===== src/rtl/ff_piso_pkg.sv =====
`default_nettype none
// ============================================================================
//  Module   : ff_piso_pkg
//  Purpose  : Shared types and helpers for the PISO serializer.
//  Revision : 1.0 - initial release
// ============================================================================
package ff_piso_pkg;

    // Serializer FSM: waiting for a word, or driving frame bits onto sout.
    typedef enum logic [0:0] {
        IDLE  = 1'b0,
        SHIFT = 1'b1
    } state_t;

    // Bit-index counter width. Never narrower than one bit.
    function automatic int cnt_width(input int width);
        int w;
        w = $clog2(width);
        return (w < 1) ? 1 : w;
    endfunction

endpackage : ff_piso_pkg
`default_nettype wire


===== src/rtl/ff_piso_serializer.sv =====
`default_nettype none
// ============================================================================
//  Module   : ff_piso_serializer
//  Purpose  : Parallel-in / serial-out shifter with valid/ready load,
//             clock enable and first/last frame strobes. in_ready rises on
//             the last bit of a frame so back-to-back words are gapless.
//  Revision : 1.0 - initial release
// ============================================================================
module ff_piso_serializer
    import ff_piso_pkg::*;
#(
    parameter int   WIDTH      = 5,
    parameter bit   MSB_FIRST  = 1'b1,
    parameter logic IDLE_LEVEL = 1'b0
) (
    input  logic             clk,
    input  logic             rst,
    input  logic             cen,
    input  logic [WIDTH-1:0] in_data,
    input  logic             in_valid,
    output logic             in_ready,
    output logic             sout,
    output logic             sout_valid,
    output logic             sout_first,
    output logic             sout_last,
    output logic             busy
);

    localparam int              CNT_W    = cnt_width(WIDTH);
    localparam logic [CNT_W-1:0] c_LAST   = CNT_W'(WIDTH - 1);
    localparam logic [CNT_W-1:0] c_PENULT = CNT_W'(WIDTH - 2);

    state_t             r_state;
    state_t             w_state_nxt;
    logic [CNT_W-1:0]   r_cnt;
    logic [WIDTH-2:0]   r_shreg;
    logic               r_sout;
    logic               r_sout_valid;
    logic               r_sout_first;
    logic               r_sout_last;

    logic               w_at_last;
    logic               w_in_ready;
    logic               w_accept;
    logic               w_load_bit;
    logic [WIDTH-2:0]   w_load_rest;
    logic               w_shift_bit;
    logic [WIDTH-2:0]   w_shift_rest;

    // Handshake: ready in IDLE or while the final frame bit is on the line.
    // Held low during reset so nothing is accepted while the block is cleared.
    assign w_at_last  = (r_cnt == c_LAST);
    assign w_in_ready = cen & ~rst &
                        ((r_state == IDLE) | ((r_state == SHIFT) & w_at_last));
    assign w_accept   = in_valid & w_in_ready;

    // Bit-order selection: which bit leaves first and which end the
    // remainder drains from.
    always_comb begin
        if (MSB_FIRST) begin
            w_load_bit   = in_data[WIDTH-1];
            w_load_rest  = in_data[WIDTH-2:0];
            w_shift_bit  = r_shreg[WIDTH-2];
            w_shift_rest = r_shreg << 1;
        end else begin
            w_load_bit   = in_data[0];
            w_load_rest  = in_data[WIDTH-1:1];
            w_shift_bit  = r_shreg[0];
            w_shift_rest = r_shreg >> 1;
        end
    end

    // State register.
    always_ff @(posedge clk or posedge rst) begin
        if (rst) begin
            r_state <= IDLE;
        end else begin
            r_state <= w_state_nxt;
        end
    end

    // Next state: an accept always (re)starts a frame; otherwise leave SHIFT
    // after the last bit. Everything holds while cen is low.
    always_comb begin
        w_state_nxt = r_state;
        if (cen) begin
            if (w_accept) begin
                w_state_nxt = SHIFT;
            end else if ((r_state == SHIFT) && w_at_last) begin
                w_state_nxt = IDLE;
            end
        end
    end

    // Datapath: load on accept, shift one bit per enabled cycle, return the
    // line to its idle level when a frame ends without a follow-on word.
    always_ff @(posedge clk or posedge rst) begin
        if (rst) begin
            r_cnt        <= '0;
            r_shreg      <= '0;
            r_sout       <= IDLE_LEVEL;
            r_sout_valid <= 1'b0;
            r_sout_first <= 1'b0;
            r_sout_last  <= 1'b0;
        end else if (cen) begin
            if (w_accept) begin
                r_sout       <= w_load_bit;
                r_shreg      <= w_load_rest;
                r_cnt        <= '0;
                r_sout_valid <= 1'b1;
                r_sout_first <= 1'b1;
                r_sout_last  <= 1'b0;
            end else if (r_state == SHIFT) begin
                if (!w_at_last) begin
                    r_sout       <= w_shift_bit;
                    r_shreg      <= w_shift_rest;
                    r_cnt        <= r_cnt + CNT_W'(1);
                    r_sout_first <= 1'b0;
                    r_sout_last  <= (r_cnt == c_PENULT);
                end else begin
                    r_sout       <= IDLE_LEVEL;
                    r_sout_valid <= 1'b0;
                    r_sout_first <= 1'b0;
                    r_sout_last  <= 1'b0;
                end
            end
        end
    end

    assign in_ready   = w_in_ready;
    assign sout       = r_sout;
    assign sout_valid = r_sout_valid;
    assign sout_first = r_sout_first;
    assign sout_last  = r_sout_last;
    assign busy       = (r_state == SHIFT);

endmodule : ff_piso_serializer
`default_nettype wire


===== config.mk =====
export PLATFORM = sky130hd
export DESIGN_NAME = ff_piso_serializer
export DESIGN_NICKNAME = d
export VERILOG_FILES = /design/src/rtl/ff_piso_pkg.sv /design/src/rtl/ff_piso_serializer.sv
export SDC_FILE = /design/constraint.sdc
export NUM_CORES = 1
export LEC_CHECK = 0
export ABC_CLOCK_PERIOD_IN_PS = 3000
export BUFFER_PORTS_ARGS = -buffer_cell sky130_fd_sc_hd__buf_2
export CORE_AREA = 2 2 39 41
export DETAILED_ROUTE_END_ITERATION = 10
export DIE_AREA = 0 0 41 43
export GPL_ROUTABILITY_DRIVEN = 0
export GPL_TIMING_DRIVEN = 0
export MAX_ROUTING_LAYER = met4
export PLACE_DENSITY = 0.77
export SLEW_MARGIN = 10
export SYNTH_ARGS = -nofsm -noshare
export SYNTH_HDL_FRONTEND = slang
export SYNTH_SLANG_ARGS = --single-unit

===== constraint.sdc =====
create_clock -name clk -period 3 [get_ports clk]
set_input_delay 0.6 -clock clk [delete_from_list [all_inputs] [get_ports clk]]
set_output_delay 0.6 -clock clk [all_outputs]
set_load 0.01 [all_outputs]

==> out/results.tsv <==
stage	metric	value	unit
layout	fillers	113	
yosys	Cell Area, Synth	672	um2
timing	Slew Limit Fails	0	
worst_setup_path	Slowest cell on crit path	dfrtp_1	
worst_setup_path	Buf+Inv Stages, Crit Path	2	
timing	final setup margin	0.808	ns
floorplan	die height	43	um
layout	final core occ	0.577	
detailed_routing	DRC viols	0	
yosys	syn_area_per_cell	12.2	um2
floorplan	Total Die Area	1760	um2
power	Worst VDD drop	0.442	mV
detailed_routing	Vias	477	
timing	transition time at the pin with the least slew margin	0.461	ns
worst_setup_path	Critical Path Source	r_cnt[0]	
worst_setup_path	WP data arrival	1.59	ns
placement	post-DP HPWL	941	um
timing	fin crit share	0.731	
power	power density cells	951	nW/um2
clocking	Skew-Pair Late Insertion Delay	0.27	ns
worst_setup_path	delay of the slowest critical-path stage	0.39	ns
power	Leak	0.398	nW
clocking	Clock Tree Buf Depth	2	
layout	Non-Filler Instances	89	
global_route	first-pass GRT wire length	2.19	mm
layout	diode count	0	
worst_setup_path	CP top delay family	flip-flops	
outcome	status	completed	
floorplan	Die X	41	um
yosys	Post-synth EDFFs	0	
yosys	post-synth top area cell	dfrtp_1	
worst_setup_path	required time worst endpoint	2.40	ns
layout	layout cells sized above 1	0.425	
yosys	FF+latch count, synth	12	
run	max-cap viol count	0	
power	Power, Total	759	uW
yosys	asr flop ratio synth	1.00	
placement	Cells after DPL	85	
yosys	unique cell type count in the Yosys netlist	26	
timing	Setup Total Neg Slack	0	ns
global_route	largest net degree at the start of global routing	14	
clocking	CTS tree	yes	
detailed_routing	DRC violation total after the first TritonRoute iteration	9	
worst_setup_path	CP max FO	5	
yosys	part of the Yosys area used for sequential elements	0.447	
timing	worst hold slack	0.366	ns
clocking	CTS resizes	0	
clocking	setup bufs post-CTS	0	
yosys	top cells by count, synth	dfrtp_1 (12), inv_1 (9), a22o_1 (4)	
placement	PortBufs	14	
global_route	initial antenna violation count	0	
timing	Rel. slew slack	0.692	
global_route	Global Route Usage Sum	0.190	
floorplan	boundary pin count	15	
clocking	sinks on the clock net	12	
yosys	synth warn	0	
layout	layout overhead on the synthesized area	18.8	%
timing	min Tclk post-route	2.19	ns
worst_setup_path	reg2reg start	r_cnt[0]	
clocking	TritonCTS buffer count	3	
clocking	cts hold-fix bufs	0	
detailed_routing	DR WL/cell	13.9	um
timing	endpoints failing setup	0	
worst_setup_path	CP Class	flop to primary output	
floorplan	Initial Utilization	0.486	
detailed_routing	WL final	1.24	mm
timing	Final Hold Fails	0	
global_route	global route overflow	0	
global_route	vias in the first global route	521	
min_path	hold crit path type	input port to asynchronous set/reset pin	
yosys	Synth area leaders	dfrtp_1 (45%), a221oi_2 (6.7%), ha_1 (5.6%)	
floorplan	core box area	1380	um2
yosys	Cells after Synth	55	
yosys	most common cell in the netlist	dfrtp_1	
yosys	ys flop type	dfrtp_1	
worst_setup_path	startpoint types	flop	
yosys	Mapped Nets	67	
placement	pre-CTS WS	0.911	ns
yosys	Synth top area share	0.447	
placement	Placement Cell Area	762	um2
clocking	clk slew on worst S/H paths	0.08	ns
layout	Final Instance Area	798	um2
clocking	root buffer cell	clkbuf_4	
clocking	H-tree levels	1	
timing	Final Skew	0.00164	ns
layout	Layout Nets	86	
worst_setup_path	CP cell instances	inv_1 -> ha_1 -> a21bo_4 -> and3_2 -> buf_2	
timing	Peak Freq	456	MHz
detailed_routing	router iterations before antenna repair	4	
worst_setup_path	Crit. End Element	primary output	
timing	RSZ-0062 raised after global routing	false	
detailed_routing	post-route ant nets	0	
detailed_routing	Via density	5.36	
floorplan	Placement Rows	14	
[worst register-to-register path, delay by kind of cell, from the launching register on]
family / cells / cell delay [ns]
AO/OA/AOI/OAI: 2 / 0.52
adder cells (fa/ha/maj): 1 / 0.28
buffers and inverters: 1 / 0.06
flip-flops: 1 / 0.39
multiplexers: 1 / 0.26
[cells in the final DEF, fill, tap and decap left out, types with 2 or more instances in the layout]
| master | netlist | layout |
|---|---|---|
| buf_2 | 0 | 14 |
| a22o_1 | 4 | 4 |
| clkbuf_4 | 0 | 3 |
| dfrtp_1 | 12 | 12 |
| a221oi_2 | 3 | 3 |
| ha_1 | 3 | 3 |
| a21o_1 | 2 | 2 |
| nor3_1 | 3 | 3 |
| inv_1 | 9 | 9 |
[registers in the layout (all words and copies together), names as in the netlist]
name	flops
sout_last	1
sout_valid	1
r_shreg	4
busy	1
sout_first	1
r_cnt	3
sout	1
[final timing paths]
path	endpoint	slack, ns	depth (start not counted)
worst max-delay path	in_ready	0.81	5
worst min-delay path	sout	0.37	2
worst max register to register	sout	1.39	5
worst min register to register	sout_first	0.48	1
max in group asynchronous	r_cnt[1]	2.32	2
min in group clk	sout_first	0.48	1
[cell families after synthesis]
family          count (synthesis)  share of synthesized area
compound gates                 16                      0.242
fa+ha+maj                       3                     0.0559
buf+inv                        10                     0.0670
flops                          12                      0.447
mux                             3                     0.0726
simple gates                   11                      0.115
[per-layer routing]
metal / vias to the layer above / track usage / wire length [um]
met5: - / - / 0
met1: 228 / 0.236 / 548
met2: 11 / 0.281 / 638
met4: 0 / 0.0933 / 9
met3: 2 / 0.0419 / 39
li1: 236 / - / -
[power breakdown]
| group | total [mW] | leakage, nW | switching, mW | internal (mW) |
|---|---|---|---|---|
| clock | 0.130 | 0.0210 | 0.0562 | 0.0737 |
| combinational | 0.350 | 0.233 | 0.162 | 0.188 |
| sequential | 0.279 | 0.144 | 0.0489 | 0.230 |
[cell type report]
type / count / area, um2 / area share
multi-input cells: 33 / 327 / 0.409
flip-flops and latches: 12 / 300 / 0.376
repair buffers: 14 / 70.1 / 0.0878
clock buffers: 4 / 36.3 / 0.0455
inverters: 9 / 33.8 / 0.0423
well taps: 16 / 20.0 / 0.0251
plain buffers: 1 / 11.3 / 0.0141
(Power assumes the default switching activity.)
